`config.mk`:
```
export PLATFORM = sky130hd
export DESIGN_NAME = bus_rr_arbiter
export DESIGN_NICKNAME = d
export VERILOG_FILES = /design/src/rtl/bus_rr_arbiter_pkg.sv /design/src/rtl/bus_rr_arbiter_pick.sv /design/src/rtl/bus_rr_arbiter.sv
export SDC_FILE = /design/constraint.sdc
export NUM_CORES = 1
export LEC_CHECK = 0
export BUFFER_PORTS_ARGS = -buffer_cell sky130_fd_sc_hd__buf_2
export CAP_MARGIN = 20
export CORE_MARGIN = 3
export CORE_UTILIZATION = 45
export CTS_BUF_LIST = sky130_fd_sc_hd__clkbuf_8
export DETAILED_ROUTE_END_ITERATION = 12
export PLACE_DENSITY = 0.67
export SLEW_MARGIN = 5
export SYNTH_ARGS = -nofsm -noshare
export SYNTH_HDL_FRONTEND = slang
export SYNTH_SLANG_ARGS = --single-unit
export TNS_END_PERCENT = 30
```
`constraint.sdc`:
```
create_clock -name clk -period 2.05 [get_ports clk]
set_input_delay 0.41 -clock clk [delete_from_list [all_inputs] [get_ports clk]]
set_output_delay 0.41 -clock clk [all_outputs]
set_load 0.05 [all_outputs]
```
`src/rtl/bus_rr_arbiter_pkg.sv`:
```
// Shared types and defaults for the four-master round-robin bus arbiter.
// Holds state encodings, index width and the one-hot helper.
package bus_rr_arbiter_pkg;

   localparam int BUS_MASTER_W = 2;
   localparam int NUM_MASTERS  = 4;
   localparam int MAX_HOLD_DEF = 16;
   localparam int TIMEOUT_DEF  = 256;
   localparam int WD_W_DEF     = 9;

   typedef logic [BUS_MASTER_W-1:0] mst_idx_t;

   typedef enum logic [1:0] {
      ARB_IDLE  = 2'd0,
      ARB_OWN   = 2'd1,
      ARB_ABORT = 2'd2
   } arb_state_e;

   function automatic logic [NUM_MASTERS-1:0] mst_onehot(mst_idx_t i);
      return NUM_MASTERS'(1) << i;
   endfunction

endpackage

```
`src/rtl/bus_rr_arbiter_pick.sv`:
```
// Rotating-priority encoder: first requester after lastOwner wins,
// lastOwner itself is considered last.
module bus_rr_pick
   import bus_rr_arbiter_pkg::*;
(
   input  logic [NUM_MASTERS-1:0] req_i,
   input  mst_idx_t               lastOwner_i,
   output mst_idx_t               pick_o,
   output logic                   anyReq_o
);

   mst_idx_t cand;

   // Walk from the farthest candidate down so the nearest one overwrites.
   always_comb begin
      pick_o = lastOwner_i;
      cand   = lastOwner_i;
      for (int k = NUM_MASTERS; k >= 1; k--) begin
         cand = lastOwner_i + mst_idx_t'(k);
         if (req_i[cand]) pick_o = cand;
      end
   end

   assign anyReq_o = |req_i;

endmodule

```
`src/rtl/bus_rr_arbiter.sv`:
```
// Round-robin grant FSM for the shared bus, with a bounded hold quantum
// and a transfer watchdog that revokes grants stuck without ready.
module bus_rr_arbiter
   import bus_rr_arbiter_pkg::*;
#(
   parameter int MAX_HOLD       = MAX_HOLD_DEF,
   parameter int TIMEOUT_CYCLES = TIMEOUT_DEF,
   parameter int WD_W           = WD_W_DEF
) (
   input  logic       clk,
   input  logic       reset_,
   input  logic       m0Req_,
   input  logic       m1Req_,
   input  logic       m2Req_,
   input  logic       m3Req_,
   input  logic       sAs_,
   input  logic       mRdy_,
   output logic       m0Grnt_,
   output logic       m1Grnt_,
   output logic       m2Grnt_,
   output logic       m3Grnt_,
   output logic [1:0] owner,
   output logic       ownerVld,
   output logic       busErr,
   output logic [1:0] errMaster
);

   localparam int HOLD_W = $clog2(MAX_HOLD + 1);

   arb_state_e             state_q, state_d;
   logic [NUM_MASTERS-1:0] grnt_q, grnt_d;
   logic [NUM_MASTERS-1:0] blk_q, blk_d;
   mst_idx_t               owner_q, owner_d;
   mst_idx_t               last_q, last_d;
   mst_idx_t               errMst_q, errMst_d;
   logic                   vld_q, vld_d;
   logic                   busErr_q, busErr_d;
   logic [HOLD_W-1:0]      holdCnt_q, holdCnt_d;
   logic [WD_W-1:0]        wdCnt_q, wdCnt_d;

   logic [NUM_MASTERS-1:0] req, elig;
   mst_idx_t               pick;
   logic                   anyReq;
   logic                   stall, ownReq, othReq;
   logic                   wdHit, preempt, relGo;

   assign req  = ~{m3Req_, m2Req_, m1Req_, m0Req_};
   // A master aborted by the watchdog stays ineligible until it lets go.
   assign elig = req & ~blk_q;

   bus_rr_pick u_pick (
      .req_i       (elig),
      .lastOwner_i (last_q),
      .pick_o      (pick),
      .anyReq_o    (anyReq)
   );

   assign stall   = !sAs_ && mRdy_;
   assign ownReq  = req[owner_q];
   assign othReq  = |(elig & ~mst_onehot(owner_q));
   assign wdHit   = stall && (wdCnt_q == WD_W'(TIMEOUT_CYCLES - 1));
   assign preempt = (holdCnt_q == HOLD_W'(MAX_HOLD)) && othReq && sAs_;
   assign relGo   = !ownReq || (!wdHit && preempt);

   always_comb begin
      state_d   = state_q;
      grnt_d    = grnt_q;
      owner_d   = owner_q;
      last_d    = last_q;
      vld_d     = vld_q;
      busErr_d  = 1'b0;
      errMst_d  = errMst_q;
      holdCnt_d = holdCnt_q;
      wdCnt_d   = '0;
      blk_d     = blk_q & req;
      unique case (state_q)
         ARB_IDLE: begin
            if (anyReq) begin
               state_d   = ARB_OWN;
               grnt_d    = mst_onehot(pick);
               owner_d   = pick;
               vld_d     = 1'b1;
               holdCnt_d = '0;
            end
         end
         ARB_OWN: begin
            if (holdCnt_q != HOLD_W'(MAX_HOLD)) holdCnt_d = holdCnt_q + 1'b1;
            if (stall) wdCnt_d = wdCnt_q + 1'b1;
            if (relGo) begin
               state_d = ARB_IDLE;
               grnt_d  = '0;
               vld_d   = 1'b0;
               last_d  = owner_q;
            end else if (wdHit) begin
               state_d  = ARB_ABORT;
               grnt_d   = '0;
               vld_d    = 1'b0;
               last_d   = owner_q;
               busErr_d = 1'b1;
               errMst_d = owner_q;
               blk_d    = (blk_q & req) | mst_onehot(owner_q);
            end
         end
         ARB_ABORT: state_d = ARB_IDLE;
         default:   state_d = ARB_IDLE;
      endcase
   end

   always_ff @(posedge clk) begin
      if (!reset_) begin
         state_q   <= ARB_IDLE;
         grnt_q    <= '0;
         blk_q     <= '0;
         owner_q   <= '0;
         last_q    <= mst_idx_t'(NUM_MASTERS - 1);
         errMst_q  <= '0;
         vld_q     <= 1'b0;
         busErr_q  <= 1'b0;
         holdCnt_q <= '0;
         wdCnt_q   <= '0;
      end else begin
         state_q   <= state_d;
         grnt_q    <= grnt_d;
         blk_q     <= blk_d;
         owner_q   <= owner_d;
         last_q    <= last_d;
         errMst_q  <= errMst_d;
         vld_q     <= vld_d;
         busErr_q  <= busErr_d;
         holdCnt_q <= holdCnt_d;
         wdCnt_q   <= wdCnt_d;
      end
   end

   assign m0Grnt_   = ~grnt_q[0];
   assign m1Grnt_   = ~grnt_q[1];
   assign m2Grnt_   = ~grnt_q[2];
   assign m3Grnt_   = ~grnt_q[3];
   assign owner     = owner_q;
   assign ownerVld  = vld_q;
   assign busErr    = busErr_q;
   assign errMaster = errMst_q;

endmodule
```
==> run summary <==
The run finished with clean final reports. The total area inside the core boundary comes to 3150 sq um. For this run the aggregate overflow at the end of global routing stands at 0. Clock skew on the completed layout was measured at 0.00247 ns. The tools report the global router's overall resource usage as 17.3%. For this run, the register share of the synthesized area comes to 41.8%. The synthesized netlist contains 41 unique library cells.

The worst supply voltage drop on vdd was 0.000490 V; the post-CTS repair timing setup buffer count was 0. In the finished design, the share of the clock period the worst path needs comes to 89.7%. Dominant delay contributor by cell family on the critical path: simple AND/OR/NAND/NOR gates. Of the total power, the clock network draws 39.2%. For this run, design rule violations remaining after detail routing come to 0.

In the final design database the tool counted 211 nets. After legalization and detailed placement, the total HPWL measured 2.32 mm. The number of buffers inserted during clock tree synthesis was 5; the number of flops mapped to enable cells by yosys was 0.

After synthesis, the largest area contributor takes up 41.8% of total cell area. Prevailing post-synth register cell: sky130_fd_sc_hd__dfxtp_1. The finished layout holds 244 standard cells, fillers aside. The delay of the slowest cell on the worst path was 0.39 ns; the via count of the first global-routing pass was 1313. The total of cells resized after clock tree synthesis was 0; the pin slew with the least headroom to its limit was 0.376 ns.

Yosys attributes the largest share of cell area to sky130_fd_sc_hd__dfxtp_1 42%, sky130_fd_sc_hd__nor2_1 7.1%, sky130_fd_sc_hd__nand3_1 3.6%, sky130_fd_sc_hd__nand2_1 3.4%, sky130_fd_sc_hd__ha_1 3.3%. The worst hold path was traced through 3 stages. Number of max-slew violations in the final report: 0. Across all setup checks in the final design, the least slack found is 0.212 ns. The critical path in this run is classified as reg2reg. The Yosys step of the flow raised 0 warnings.

Synthesis produced a netlist with a net count of 190. After clock tree synthesis, the clock-pin slew on the worst setup and hold paths is 0.07 ns. In this run the remaining antenna-violating nets after routing total 0. After clock tree synthesis, the flow added hold-fix buffers numbering 0. The post-synthesis instance area is 1530 sq um, and the sum of negative setup slack is 0 ns. The tools report the insertion delay of the later-clocked pin in the worst-skew pair as 0.28 ns. STA classifies the critical path startpoint as a flip-flop. TritonCTS built the clock tree. The critical path starts at wdCnt_q[0]. Setup repair after global routing left no endpoint under its margin. Counting the fill cells in the layout gives 315.

The relative slew slack was 74.3%; the worst slack after detailed placement was 0.158 ns. In this run the mean area of a mapped cell was 8.62 sq um. The width of the chip was 64.4 microns; the pin count of the biggest net entering global routing was 16. The initial core utilization was 48.7%.

Power spread over the standard cell area amounts to 846 nW/um^2. Post-route standard cell area excluding fillers: 1770 sq um. The number of optimization iterations in the first detailed-route pass is 4. The worst setup path is captured at a flip-flop.

In this run the critical register-to-register path is captured at last_q[0]. In this run the critical register-to-register path is launched from wdCnt_q[0]. After detailed routing, the total wire length is 3.19 mm.

The violation count after the first detailed-routing iteration was 76. After synthesis the netlist holds a flip-flop and latch count of 32. The clock passes through at most 2 buffers.

The cell repeated most along the worst path was sky130_fd_sc_hd__ha_1. Relative to the synthesized area, the layout overhead comes to 15.4%. The antenna cell count is 0, and the initial antenna violation count is 0.

The tools report the relative contribution of sequential cells to total power as 45.1%. The most numerous cell in the Yosys netlist is sky130_fd_sc_hd__dfxtp_1. The total vias in the final route was 1312. Number of failing hold endpoints at the final stage: 0. Combinational logic is responsible for 15.7% of the overall power. After layout, the minimum clock period comes to 1.84 ns. The worst min-delay path class was in2reg. In this run the static leakage power is 0.673 nW. The switching component of the power came out at 0.411 mW. For the worst flop-to-flop path, the logic depth is 7.

The tools report the number of sinks driven by the clock tree as 32. CTS built an H-tree with a depth of 2. Across the run, the number of max-cap violations was 0. The detail-routed via count per cell works out to 5.38. After synthesis, the most frequently instantiated cells are 32 x sky130_fd_sc_hd__dfxtp_1, 29 x sky130_fd_sc_hd__nor2_1, 14 x sky130_fd_sc_hd__nand2_1. The setup slack of the worst register-to-register path was 0.21 ns; the instance area after placement was 1660 sq um. Port buffering added 17 buffers. The die boundary height was 64.4 microns; the wire length of the first global-routing pass was 5.60 mm.

Internal power comes to 1.09 mW. The highest clock frequency the design can meet came out at 0.544 GHz. The congestion estimate from routability-driven global placement came to 1.01. Of all cell types, the one taking the most synthesized area is sky130_fd_sc_hd__dfxtp_1. Hold path endpoint: blk_q[3].

Of all flip-flops after synthesis, the portion carrying an async set or reset was 0%. Full die area: 4150 sq um. The critical hold path startpoint is m3Req_. The number of placed instances, taps included, is 236. Walking the worst path, the cells encountered are ha_1 > nand3_1 > nor2_1 > ha_1 > and2_1 > o31a_1 > mux2i_1. The tools report the root buffer cell as sky130_fd_sc_hd__clkbuf_8. The slowest cell on the critical path is sky130_fd_sc_hd__dfxtp_1. In the final routed layout, each cell accounts on average for 13.1 microns. The run gives 178 as the instance count of the mapped netlist.

Counting both buffers and inverters, the worst setup path holds a total of 0. Cells with a size suffix above 1 make up 17.5% of the layout. Pin placement for this block handled 18 I/O pins. Worst path required time: 2.26 ns. The data arrival time of the critical path is 2.05 ns. Setup violations remaining at the end of the flow were counted as 0.

The share of total power consumed by net switching was 27.4%; the highest net fanout along the worst path was 7. The floorplan has 20 rows.
==> how the worst max path moves through the flow <==
stage	to	slack, ns	cells past startpoint
4_1_cts	last_q[0]	0.20	7
6_report	last_q[0]	0.21	7
3_3_place_gp	holdCnt_q[1]	0.21	6
2_1_floorplan	last_q[1]	0.08	5
5_1_grt	last_q[1]	0.007	7
3_5_place_dp	holdCnt_q[1]	0.16	6
==> per-layer routing <==
layer | wire length, microns | track usage (%) | up-vias
met2 | 1400 | 26.4 | 37
met5 | 0 | 0 | -
li1 | - | - | 661
met4 | 34 | 6.60 | 0
met3 | 192 | 7.03 | 6
met1 | 1560 | 21.7 | 608
==> through the flow <==
stage / power (mW) / utilization, % / hold WS [ns]
after floorplan: 0.860 / - / 0.438
after global placement: 0.916 / 52.7 / 0.439
after detailed placement: 0.922 / 52.7 / 0.458
after CTS: 1.51 / 56.2 / 0.453
after global routing: 1.57 / 56.2 / 0.489
final: 1.50 / 56.2 / 0.463
==> worst reg2reg max path: cells and delay by family, from the launching register on <==
family                     cells  cell delay, ns
AOI/OAI and AO/OA              1            0.36
DFF                            1            0.39
muxes                          1            0.23
adders and majority gates      2            0.37
and+or+nand+nor                3            0.42
==> layout make-up <==
class | count | area [sq um] | area share (%)
clock buffer | 5 | 68.8 | 3.89
inverter | 10 | 37.5 | 2.12
clock inverter | 3 | 38.8 | 2.19
sequential | 32 | 641 | 36.2
tap | 44 | 55.1 | 3.11
timing repair buffer | 21 | 115 | 6.50
multi-input combinational | 129 | 815 | 46.0
==> state kept, by name (all words and copies together), names as in the netlist <==
| register | flops |
|---|---|
| owner | 2 |
| ownerVld | 1 |
| busErr | 1 |
| errMaster | 2 |
| blk_q | 4 |
| state_q | 2 |
| grnt_q | 4 |
| wdCnt_q | 9 |
| last_q | 2 |
| holdCnt_q | 5 |
==> placed cells by master (no fill, tap or decap), types with 2 or more instances in the layout <==
cell / n
sky130_fd_sc_hd__a211oi_1: 3
sky130_fd_sc_hd__a21oi_1: 4
sky130_fd_sc_hd__and2_1: 2
sky130_fd_sc_hd__and3_1: 2
sky130_fd_sc_hd__buf_2: 17
sky130_fd_sc_hd__buf_4: 4
sky130_fd_sc_hd__clkbuf_8: 5
sky130_fd_sc_hd__dfxtp_1: 32
sky130_fd_sc_hd__ha_1: 4
sky130_fd_sc_hd__inv_1: 11
sky130_fd_sc_hd__mux2i_1: 4
sky130_fd_sc_hd__nand2_1: 14
sky130_fd_sc_hd__nand2b_1: 3
sky130_fd_sc_hd__nand3_1: 11
sky130_fd_sc_hd__nand3b_1: 2
sky130_fd_sc_hd__nor2_1: 29
sky130_fd_sc_hd__nor2b_1: 4
sky130_fd_sc_hd__nor3_1: 4
sky130_fd_sc_hd__nor3b_1: 2
sky130_fd_sc_hd__nor4b_1: 2
sky130_fd_sc_hd__o211ai_1: 2
sky130_fd_sc_hd__o21a_1: 3
sky130_fd_sc_hd__o21ai_0: 3
sky130_fd_sc_hd__o22ai_1: 5
sky130_fd_sc_hd__o31ai_1: 2
sky130_fd_sc_hd__xnor2_1: 4
sky130_fd_sc_hd__xor2_1: 5
==> power groups by stage <==
stage	logic (mW)	clock network [mW]	registers (mW)
global route	0.258	0.632	0.679
global placement	0.228	0	0.687
detailed placement	0.233	0	0.689
CTS	0.235	0.605	0.675
floorplan	0.159	0	0.701
finish	0.235	0.587	0.676
==> logic make-up (layout without fill, tap and decap cells) <==
logic type / Yosys count / count (layout) / synth area share [%]
xor gates and xnor gates: 9 / 9 / 5.14
adders and majority gates: 4 / 4 / 3.26
DFF: 32 / 32 / 41.8
buffers and inverters: 17 / 39 / 5.14
AOI/OAI and AO/OA: 30 / 30 / 14.1
muxes: 6 / 6 / 4.81
and+or+nand+nor: 80 / 80 / 25.8
(Power assumes the default switching activity.)
